[config.mk]
export PLATFORM = sky130hd
export DESIGN_NAME = coeff_loader_flat
export DESIGN_NICKNAME = d
export VERILOG_FILES = /design/src/rtl/coeff_loader_pkg.sv /design/src/rtl/coeff_loader_if.sv /design/src/rtl/coeff_loader_rx.sv /design/src/rtl/coeff_loader.sv /design/src/flat_wrapper.sv
export SDC_FILE = /design/constraint.sdc
export NUM_CORES = 1
export LEC_CHECK = 0
export CAP_MARGIN = 20
export CORE_AREA = 2 2 226 228
export CTS_CLUSTER_DIAMETER = 50
export DETAILED_ROUTE_END_ITERATION = 12
export DIE_AREA = 0 0 228 230
export SLEW_MARGIN = 20
export SYNTH_ARGS = -nofsm -noshare
export SYNTH_HDL_FRONTEND = slang
export SYNTH_HIERARCHICAL = 1
export SYNTH_SLANG_ARGS = --single-unit
[constraint.sdc]
create_clock -name clk -period 19.75 [get_ports clk]
set_input_delay 2.9625 -clock clk [delete_from_list [all_inputs] [get_ports clk]]
set_output_delay 2.9625 -clock clk [all_outputs]
set_load 0.02 [all_outputs]
[src/rtl/coeff_loader_pkg.sv]
// Shared constants for the biquad coefficient loader: frame layout, commit
// address and the power-up coefficient set (unity-gain pass-through).
package coeff_pkg;

  localparam int NUM_COEFS  = 5;
  localparam int B0         = 0;
  localparam int B1         = 1;
  localparam int B2         = 2;
  localparam int A1         = 3;
  localparam int A2         = 4;

  localparam logic [7:0] COMMIT_ADDR = 8'hFF;
  localparam int         FRAME_BITS  = 24;

  localparam logic [15:0] B0_RESET   = 16'h7FFF;
  localparam logic [15:0] COEF_RESET = 16'h0000;

  function automatic logic [15:0] coef_reset_value(input int idx);
    case (idx)
      B0:             return B0_RESET;
      B1, B2, A1, A2: return COEF_RESET;
      default:        return COEF_RESET;
    endcase
  endfunction

endpackage

[src/rtl/coeff_loader_if.sv]
// SPI link from the MCU (mode 0, MSB first) into the coefficient loader.
interface coeff_loader_if;
  logic sck;
  logic cs_n;
  logic mosi;

  modport master (output sck, output cs_n, output mosi);
  modport slave  (input  sck, input  cs_n, input  mosi);
endinterface

[src/rtl/coeff_loader_rx.sv]
// SPI frame receiver: synchronises the MCU pins into clk, shifts bits on sck
// rises and flags each completed frame as good (24 bits) or bad.
module spi_frame_rx
  import coeff_pkg::*;
#(
  parameter int SYNC_STAGES = 2
) (
  input  logic           clk,
  input  logic           reset,
  coeff_loader_if.slave  spi,
  output logic           frame_valid,
  output logic           frame_bad,
  output logic [7:0]     addr,
  output logic [15:0]    data
);

  localparam logic [4:0] CNT_FRAME = 5'(FRAME_BITS);
  localparam logic [4:0] CNT_MAX   = 5'(FRAME_BITS + 1);

  logic [SYNC_STAGES-1:0] sck_sync;
  logic [SYNC_STAGES-1:0] cs_sync;
  logic [SYNC_STAGES-1:0] mosi_sync;
  logic                   sck_d;
  logic                   cs_d;
  logic [FRAME_BITS-1:0]  shreg;
  logic [4:0]             bit_cnt;

  logic sck_s, cs_s, mosi_s;
  logic sck_rise, cs_fall, cs_rise;

  assign sck_s    = sck_sync[SYNC_STAGES-1];
  assign cs_s     = cs_sync[SYNC_STAGES-1];
  assign mosi_s   = mosi_sync[SYNC_STAGES-1];
  assign sck_rise = sck_s & ~sck_d;
  assign cs_fall  = ~cs_s & cs_d;
  assign cs_rise  = cs_s & ~cs_d;

  // cs_n synchroniser resets to idle-high so reset never fabricates an edge
  always_ff @(posedge clk or posedge reset) begin
    if (reset) begin
      sck_sync  <= '0;
      cs_sync   <= '1;
      mosi_sync <= '0;
      sck_d     <= 1'b0;
      cs_d      <= 1'b1;
      shreg     <= '0;
      bit_cnt   <= '0;
    end else begin
      sck_sync  <= {sck_sync[SYNC_STAGES-2:0], spi.sck};
      cs_sync   <= {cs_sync[SYNC_STAGES-2:0], spi.cs_n};
      mosi_sync <= {mosi_sync[SYNC_STAGES-2:0], spi.mosi};
      sck_d     <= sck_s;
      cs_d      <= cs_s;
      if (cs_fall) begin
        bit_cnt <= '0;
      end else if (!cs_s && sck_rise) begin
        shreg <= {shreg[FRAME_BITS-2:0], mosi_s};
        if (bit_cnt != CNT_MAX) begin
          bit_cnt <= bit_cnt + 5'd1;
        end
      end
    end
  end

  // Frame is judged combinationally in the cs_n-rise cycle
  assign frame_valid = cs_rise && (bit_cnt == CNT_FRAME);
  assign frame_bad   = cs_rise && (bit_cnt != CNT_FRAME);
  assign addr        = shreg[23:16];
  assign data        = shreg[15:0];

endmodule

[src/rtl/coeff_loader.sv]
// Biquad coefficient loader: SPI writes fill a shadow bank, a commit frame
// arms a whole-bank copy into the active bank on the next sample tick.
module coeff_loader
  import coeff_pkg::*;
#(
  parameter int NUM_BANDS   = 3,
  parameter int COEF_W      = 16,
  parameter int SYNC_STAGES = 2
) (
  input  logic                                  clk,
  input  logic                                  reset,
  coeff_loader_if.slave                         spi,
  input  logic                                  sample_tick,
  output logic [NUM_BANDS*NUM_COEFS*COEF_W-1:0] coeffs,
  output logic                                  commit_pending,
  output logic                                  applied,
  output logic                                  frame_err
);

  logic        frame_valid;
  logic        frame_bad;
  logic [7:0]  addr;
  logic [15:0] data;
  logic        is_commit;
  logic        addr_ok;

  logic [COEF_W-1:0] shadow [NUM_BANDS][NUM_COEFS];
  logic [COEF_W-1:0] active [NUM_BANDS][NUM_COEFS];

  spi_frame_rx #(
    .SYNC_STAGES (SYNC_STAGES)
  ) u_rx (
    .clk         (clk),
    .reset       (reset),
    .spi         (spi),
    .frame_valid (frame_valid),
    .frame_bad   (frame_bad),
    .addr        (addr),
    .data        (data)
  );

  assign is_commit = (addr == COMMIT_ADDR);
  assign addr_ok   = (32'(addr[7:4]) < NUM_BANDS) && (32'(addr[3:0]) < NUM_COEFS);

  // Apply is evaluated before decode: a same-cycle write only reaches shadow,
  // and a commit decoded on a tick re-arms for the following tick.
  always_ff @(posedge clk or posedge reset) begin
    if (reset) begin
      for (int k = 0; k < NUM_BANDS; k++) begin
        for (int j = 0; j < NUM_COEFS; j++) begin
          shadow[k][j] <= COEF_W'(coef_reset_value(j));
          active[k][j] <= COEF_W'(coef_reset_value(j));
        end
      end
      commit_pending <= 1'b0;
      applied        <= 1'b0;
      frame_err      <= 1'b0;
    end else begin
      applied   <= 1'b0;
      frame_err <= frame_bad;
      if (sample_tick && commit_pending) begin
        active         <= shadow;
        commit_pending <= 1'b0;
        applied        <= 1'b1;
      end
      if (frame_valid) begin
        if (is_commit) begin
          commit_pending <= 1'b1;
        end else if (addr_ok) begin
          for (int k = 0; k < NUM_BANDS; k++) begin
            for (int j = 0; j < NUM_COEFS; j++) begin
              if (addr[7:4] == 4'(k) && addr[3:0] == 4'(j)) begin
                shadow[k][j] <= COEF_W'(data);
              end
            end
          end
        end else begin
          frame_err <= 1'b1;
        end
      end
    end
  end

  for (genvar k = 0; k < NUM_BANDS; k++) begin : g_band
    for (genvar j = 0; j < NUM_COEFS; j++) begin : g_coef
      assign coeffs[(k*NUM_COEFS+j)*COEF_W +: COEF_W] = active[k][j];
    end
  end

endmodule

[src/flat_wrapper.sv]
// flat-port wrapper written by rule: the top's interface ports become plain ports
module coeff_loader_flat import coeff_pkg::*;
#(
  parameter int NUM_BANDS   = 3,
  parameter int COEF_W      = 16,
  parameter int SYNC_STAGES = 2
)
  (clk, reset, sample_tick, coeffs, commit_pending, applied, frame_err, spi_sck, spi_cs_n, spi_mosi);
  coeff_loader_if spi_i ();
  input  logic clk;
  input  logic reset;
  input  logic sample_tick;
  output logic [NUM_BANDS*NUM_COEFS*COEF_W-1:0] coeffs;
  output logic commit_pending;
  output logic applied;
  output logic frame_err;
  input wire logic [$bits(spi_i.sck)-1:0] spi_sck;
  input wire logic [$bits(spi_i.cs_n)-1:0] spi_cs_n;
  input wire logic [$bits(spi_i.mosi)-1:0] spi_mosi;
  assign spi_i.sck = spi_sck;
  assign spi_i.cs_n = spi_cs_n;
  assign spi_i.mosi = spi_mosi;
  coeff_loader #(.NUM_BANDS(NUM_BANDS), .COEF_W(COEF_W), .SYNC_STAGES(SYNC_STAGES)) u_core (.clk(clk), .reset(reset), .spi(spi_i), .sample_tick(sample_tick), .coeffs(coeffs), .commit_pending(commit_pending), .applied(applied), .frame_err(frame_err));
endmodule
==> results of run 1 <==
[cells in the mapped netlist (3+ instances only)]
cell type,number
nand2_1,6
buf_4,5
nor4b_4,3
mux2_2,497
mux2_1,7
dfstp_2,93
ha_1,3
buf_6,6
inv_1,8
nand4_2,11
nand3_1,5
nor2_1,3
dfrtp_1,427
clkbuf_1,37
buf_2,15
nand4_4,4
[worst paths after layout]
kind,from,to,slack (ns),cells past startpoint
max,sample_tick,u_core/coeffs[99],14.48,5
min,u_core/u_rx/sck_sync[0],u_core/u_rx/sck_sync[1],0.35,0
max reg2reg,u_core/u_rx/cs_sync[1],u_core/shadow[218],16.69,5
min reg2reg,u_core/u_rx/sck_sync[0],u_core/u_rx/sck_sync[1],0.35,0
max in group asynchronous,reset,u_core/coeffs[224],14.60,4
min in group asynchronous,reset,u_core/coeffs[95],2.92,2
[metal layers]
layer  vias to the layer above  part of all wire
met5                         -                 0
met4                         0             0.020
met3                        63             0.033
met2                       180              0.49
met1                      5722              0.45
li1                       4657                 -
[power by group]
| part | internal, uW | leakage [uW] | switching [uW] |
|---|---|---|---|
| Sequential | 1070 | 0.00691 | 36.6 |
| Combinational | 7.54 | 0.00431 | 23.2 |
| Clock | 650 | 0.000944 | 424 |
| Total | 1730 | 0.0122 | 484 |
[flip-flops by register name, summed over array words and instances, names as in the netlist, 2 cells and up]
name                   flops
u_core/u_rx/sck_sync       2
u_core/u_rx/shreg         24
u_core/shadow            240
u_core/u_rx/mosi_sync      2
u_core/u_rx/bit_cnt        5
u_core/u_rx/cs_sync        2
u_core/coeffs            240
[critical path, cell delays in order]
cell and delay (ns):
clkdlybuf4s50_1 0.46, nand2_4 0.12, buf_4 0.77, buf_4 0.86, mux2_2 0.42
[logic make-up after synthesis]
group,count (synthesis)
AO/OA/AOI/OAI,10
adder cells (fa/ha/maj),3
buffers and inverters,74
flip-flops,520
multiplexers,506
AND/OR/NAND/NOR,49
[stage by stage]
stage / setup slack (ns) / cells / hold slack [ns]
2_1_floorplan: 3.46 / 1162 / 0.331
3_3_place_gp: 13.76 / 2026 / 0.333
3_5_place_dp: 13.70 / 2026 / 0.338
4_1_cts: 14.35 / 2130 / 0.351
5_1_grt: 14.10 / 2130 / 0.353
6_report: 14.48 / 2132 / 0.347
[cell type report]
| class | instances | area share |
|---|---|---|
| flip-flops and latches | 520 | 0.529 |
| multi-input cells | 568 | 0.254 |
| repair buffers | 257 | 0.103 |
| clock buffers | 82 | 0.0668 |
| well taps | 672 | 0.0339 |
| clock inverters | 22 | 0.0113 |
| inverters | 9 | 0.00176 |
| diodes | 2 | 0.000202 |
==> metrics.csv, run 1 <==
metric,value,unit
layout cells sized above 1,0.494,
sequential area share after synthesis,0.663,
Initial Utilization,0.397,
post-DP HPWL,29200,um
nets@finish,1420,
Final TNS setup,0,ns
First-pass DRT Iterations,4,
RSZ-0062 raised after global routing,no,
Max Buffers Root-to-Sink,3,
"antenna viol nets, final",0,
post-synthesis cell count,1162,
Final Max Tran Viols,0,
Via-to-Cell Ratio,4.98,
register area,13100,sq um
Mapped Avg Cell Area,17.0,sq um
GPL Wtd Cong,0.734,
post-synthesis simple-gate area fraction,0.0255,
# fillers,4254,
Post CTS Setup Buffer Count,0,
Multi-input gate area,6320,sq um
worst skew pair latency,0.61,ns
CP required,20.22,ns
Post-route DRC,0,
"Arr. time, crit path",5.74,ns
WL final,46200,um
largest family of logic cells by synthesized area,multiplexers,
largest cells by area after synthesis,"dfrtp_1, mux2_2, dfstp_2",
synthesized area,19800,sq um
GRT overflow,0,
worst IR drop on VDD,0.0618,mV
overall global routing resource usage,0.176,
Mapped Nets,1171,
M1 GR Usage,0.239,
Power Dens Cells,89.1,nW/um^2
Rel. slew slack,0.244,
Post-Synth XOR/XNOR Area,0,
Post-Synth Adder-Cell Area,0.00190,
Total Power,2210,uW
design area,24800,sq um
CP max FO,73,
M3 GR Usage,0.0325,
Yosys Warn Count,6,
# IOs,249,
Post-synth ARST share,1.00,
Pleak,0.0122,uW
Setup crit start kind,input pin,
"commonest non-fill, non-tap cell in the layout",mux2_2,
final hold vios,0,
final setup vio count,0,
hold_buf cts,0,
clock slew at reported path FFs,0.06,ns
routed via count,10600,
DR iter-0 viols,471,
compound-cell area share of the yosys netlist,0.00373,
GR Util met2,0.291,
Worst Tran Pin Value,1.13,ns
Die H,230,um
gr busiest metal,met2,
Unique masters post-synth,40,
htree depth,2,
Rows,82,
area share of the largest cell type after synthesis,0.540,
status,"complete, no violations",
"flops & latches, synth",520,
Highest Clock Rate,190,MHz
Total Die Area,52400,sq um
largest net degree at the start of global routing,117,
most frequent cells in the layout,"mux2_2, dfrtp_1, clkdlybuf4s50_1, dfstp_2, clkbuf_16",
first-pass GRT wire length,70000,um
CTS tree,yes,
Main synth FF type,dfrtp_1,
number of global-route vias before repair,11200,
number of flops mapped to enable cells by yosys,0,
Worst Hold Class,reg2reg,
Area Overhead vs Synth,25.4,%
minimum clock period,5.27,ns
initial antenna violation count,0,
Synth area leader,dfrtp_1,
Clock Skews,0.0276,ns
Worst setup EP type,flop,
Core Area,49900,sq um
Final Util,0.498,
total CTS buffers,55,
post-cts repair resize count,0,
CTS root buffer,clkbuf_16,
Die X,228,um
ratio of final minimum period to clock period,0.267,
mux cell area share after synthesis,0.288,
# port buffers,248,
clock sinks,520,
Max-Cap Viols,0,
Area after DPL,22900,sq um
critical path class,in2reg,
wire per inst,21.7,um
(Power assumes the default switching activity.)
==> run 2, diff against run 1 <==
==> constraint.sdc (replaced) <==
create_clock -name clk -period 4.4 [get_ports clk]
set_input_delay 0.66 -clock clk [delete_from_list [all_inputs] [get_ports clk]]
set_output_delay 0.66 -clock clk [all_outputs]
set_load 0.02 [all_outputs]
==> metrics.csv, run 2 (synthesized netlist as in run 1, its figures left out) <==
metric,value,unit
hold_buf cts,0,
GPL Wtd Cong,0.713,
layout cells sized above 1,0.492,
wire per inst,21.5,um
# fillers,4336,
first-pass GRT wire length,70400,um
largest net degree at the start of global routing,146,
Min Hold Slack,0.346,ns
total CTS buffers,56,
Pleak,0.0122,uW
nets@finish,1427,
Total Die Area,52400,sq um
GRT overflow,0,
RSZ-0062 raised after global routing,no,
"commonest non-fill, non-tap cell in the layout",mux2_2,
Core Area,49900,sq um
WL final,46000,um
crit-path cells,"or2b_1, nor2_1, nor3b_2, nand4_2, mux2_1",
Worst Tran Pin Value,1.13,ns
Worst path max stage delay,0.62,ns
Max-Cap Viols,0,
htree depth,2,
"antenna viol nets, final",0,
initial antenna violation count,2,
CTS tree,yes,
RR Startpoint,u_core/u_rx/cs_sync[1],
worst IR drop on VDD,0.273,mV
routed via count,10500,
Post CTS Setup Buffer Count,0,
Via-to-Cell Ratio,4.91,
Final Max Tran Viols,0,
status,"complete, no violations",
Clock Skews,0.0246,ns
clock sinks,520,
Worst Hold Class,reg2reg,
overall global routing resource usage,0.177,
Initial Utilization,0.397,
# IOs,249,
DR iter-0 viols,364,
Highest Clock Rate,345,MHz
critical path's top delay family,simple AND/OR/NAND/NOR gates,
Rows,82,
WP buf/inv,0,
crit path from,u_core/u_rx/cs_sync[1],
Final Util,0.498,
most frequent cells in the layout,"mux2_2, dfrtp_1, clkdlybuf4s50_1, dfstp_2, clkbuf_16",
register area,13100,sq um
Rel. slew slack,0.247,
Power Dens Cells,391,nW/um^2
final setup vio count,0,
# port buffers,248,
Area Overhead vs Synth,25.5,%
Worst setup EP type,flop,
Final TNS setup,0,ns
Die H,230,um
"Arr. time, crit path",3.38,ns
post-DP HPWL,29000,um
critical path class,reg2reg,
slowest CP cell,nand4_2,
worst skew pair latency,0.60,ns
# diodes,0,
Multi-input gate area,6320,sq um
ratio of final minimum period to clock period,0.659,
minimum clock period,2.90,ns
Post-route DRC,0,
number of global-route vias before repair,11100,
CTS root buffer,clkbuf_16,
min-delay src,u_core/u_rx/sck_sync[0],
Setup crit start kind,flop,
First-pass DRT Iterations,4,
post-cts repair resize count,0,
Die X,228,um
final hold vios,0,
Max Buffers Root-to-Sink,3,
CP max FO,16,
clock slew at reported path FFs,0.06,ns
CP required,4.88,ns
run 2: cell types whose count changed in the layout (fill, tap and decap cells not counted), sizes merged:
cell      previous run  this run
buf                  9        15
bufinv               5         2
clkbuf              82        85
clkinvlp             5         3
diode                2         0
inv                 10        12
run 2: metal layers:
metal	track usage	vias to the layer above	share of wire
met5	0	-	0
met4	0.0415	0	0.016
met3	0.0329	55	0.035
met2	0.297	180	0.50
met1	0.238	5600	0.45
li1	-	4663	-
run 2: path summary, 6_finish.rpt:
kind,slack [ns],endpoint,cells past startpoint
min in group asynchronous,0.58,u_core/u_rx/shreg[7],3
min reg2reg,0.35,u_core/u_rx/sck_sync[1],0
min,0.35,u_core/u_rx/sck_sync[1],0
max in group asynchronous,2.77,u_core/coeffs[165],3
max,1.50,u_core/shadow[160],5
max reg2reg,1.50,u_core/shadow[160],5
run 2: stage by stage:
step / cell area [sq um] / std cells / worst slack [ns] / power, uW
2_1_floorplan: 19800 / 1162 / -2.73 / 5060
3_3_place_gp: 23000 / 2032 / 1.47 / 5230
3_5_place_dp: 23000 / 2032 / 1.48 / 5230
4_1_cts: 24800 / 2136 / 1.46 / 9880
5_1_grt: 24800 / 2136 / 1.29 / 10100
6_report: 24800 / 2136 / 1.50 / 9720
run 2: power breakdown:
group	total, uW	internal (uW)	switching [uW]	leakage [uW]
Clock	4590	2700	1890	0.000900
Combinational	151	43.1	108	0.00436
Sequential	4980	4810	170	0.00691
Total	9720	7550	2170	0.0122
run 2: final cells by class:
class	instances	area share
Multi-Input combinational cell	568	0.254
Inverter	9	0.00161
Clock buffer	85	0.0660
Sequential cell	520	0.528
Timing Repair Buffer	263	0.108
Clock inverter	19	0.00781
Tap cell	672	0.0338
==> run 3, diff against run 2 <==
==> constraint.sdc (replaced) <==
create_clock -name clk -period 2.3 [get_ports clk]
set_input_delay 0.345 -clock clk [delete_from_list [all_inputs] [get_ports clk]]
set_output_delay 0.345 -clock clk [all_outputs]
set_load 0.02 [all_outputs]
==> metrics.csv, run 3 (synthesized netlist as in run 1, its figures left out) <==
metric,value,unit
CP required,2.82,ns
Worst Hold Class,in2reg,
ratio of final minimum period to clock period,0.947,
Via-to-Cell Ratio,4.92,
Max Buffers Root-to-Sink,3,
number of global-route vias before repair,11300,
Rows,82,
Rel. slew slack,0.289,
Worst setup EP type,flop,
WP buf/inv,1,
Final Max Tran Viols,0,
final hold vios,0,
"antenna viol nets, final",0,
min-delay src,spi_cs_n,
overall global routing resource usage,0.178,
Comb pwr share,0.022,
Initial Utilization,0.397,
Setup crit start kind,flop,
Die X,228,um
# port buffers,248,
critical path class,reg2reg,
CTS tree,yes,
total CTS buffers,56,
clock power share,0.484,
most frequent cells in the layout,"mux2_2, dfrtp_1, clkdlybuf4s50_1, dfstp_2, clkbuf_16",
wire per inst,21.3,um
Core Area,49900,sq um
initial antenna violation count,0,
Post-route DRC,0,
Final Instance Count excl. Fillers,2177,
post-DP HPWL,30400,um
layout cells sized above 1,0.511,
Power Dens Cells,749,nW/um^2
RR Startpoint,u_core/u_rx/cs_sync[1],
sw frac,0.221,
total internal power,14900,uW
# IOs,249,
Worst Tran Pin Value,1.07,ns
final setup vio count,0,
largest net degree at the start of global routing,57,
WL final,46400,um
# fillers,4170,
Max-Cap Viols,0,
NetSw,4230,uW
first-pass GRT wire length,71100,um
DR iter-0 viols,471,
Min Hold Slack,0.165,ns
routed via count,10700,
First-pass DRT Iterations,4,
hold_buf cts,0,
clock slew at reported path FFs,0.06,ns
GRT overflow,0,
Flop pwr share,0.494,
crit-path cells,"or2b_1, nor2_1, and3b_2, nand4_2, buf_4, mux2_2",
Clock Skews,0.0215,ns
htree depth,2,
worst skew pair latency,0.62,ns
placed instance count,2073,
Worst path max stage delay,0.52,ns
Die H,230,um
crit path from,u_core/u_rx/cs_sync[1],
Highest Clock Rate,459,MHz
critical path's top delay family,simple AND/OR/NAND/NOR gates,
Total Die Area,52400,sq um
"Arr. time, crit path",2.70,ns
status,"complete, no violations",
nets@finish,1469,
worst IR drop on VDD,0.603,mV
# diodes,0,
Pleak,0.0125,uW
CTS root buffer,clkbuf_16,
GPL Wtd Cong,0.766,
slowest CP cell,dfstp_2,
clock sinks,520,
Area Overhead vs Synth,28.7,%
"commonest non-fill, non-tap cell in the layout",mux2_2,
CP max FO,10,
minimum clock period,2.18,ns
## run 3: cell types whose count changed in the layout (fill, tap and decap cells not counted), moves of 2 or more
cell,change
clkbuf_1,-4
buf_4,+25
buf_12,+17
and3b_1,-2
inv_6,-3
bufinv_16,+3
and3b_2,+2
## run 3: worst reg2reg max path, delay by kind of cell (launching register included)
kind          cells  cell delay [ns]
simple gates      4             0.99
mux               1             0.30
flops             1             0.52
buf+inv           1             0.27
## run 3: power by group through the flow
stage          registers [uW]  logic [uW]  clock network, uW
4_1_cts                  9450         441               9490
6_report                 9440         426               9230
3_5_place_dp             9610         439                  0
3_3_place_gp             9610         429                  0
5_1_grt                  9450         477               9880
2_1_floorplan            9420         262                  0
## run 3: metrics by stage
stage | utilization | instance area [sq um] | setup slack [ns] | setup TNS (ns) | total power (uW)
after floorplan | - | 19800 | -4.52 | -2020.21 | 9680
after global placement | 0.472 | 23500 | 0.0843 | 0 | 10000
after detailed placement | 0.472 | 23500 | 0.0653 | 0 | 10000
after CTS | 0.510 | 25500 | 0.0407 | 0 | 19400
after global routing | 0.511 | 25500 | -0.00445 | -0.00650 | 19800
final | 0.511 | 25500 | 0.121 | 0 | 19100
## run 3: timing repair
| item | in CTS | in global routing |
|---|---|---|
| gates resized for setup | 0 | 3 |
| buffers inserted | 0 | 1 |
| setup endpoints to repair | 0 | 131 |
## run 3: worst paths after layout
kind	end	slack, ns	cells after the start
setup / recovery	u_core/shadow[150]	0.12	6
hold / removal	u_core/u_rx/cs_sync[0]	0.16	1
setup reg to reg	u_core/shadow[150]	0.12	6
hold reg to reg	u_core/u_rx/sck_sync[1]	0.35	0
max in group asynchronous	u_core/coeffs[89]	1.33	4
min in group asynchronous	u_core/coeffs[110]	0.25	3
## run 3: layer usage
metal	wire length, um	vias up	share of wire	GRT usage
li1	-	4763	-	-
met1	21100	5704	0.46	0.243
met2	22600	184	0.49	0.292
met3	1680	62	0.036	0.0344
met4	991	0	0.021	0.0476
met5	0	-	0	0
## run 3: cell type report
type / instances / area (sq um) / share of cell area
Clock buffer: 82 / 1650 / 0.0648
Multi-Input combinational cell: 568 / 6330 / 0.248
Timing Repair Buffer: 305 / 3210 / 0.126
Tap cell: 672 / 841 / 0.0330
Inverter: 9 / 40.0 / 0.00157
Clock inverter: 21 / 277 / 0.0109
Sequential cell: 520 / 13100 / 0.515
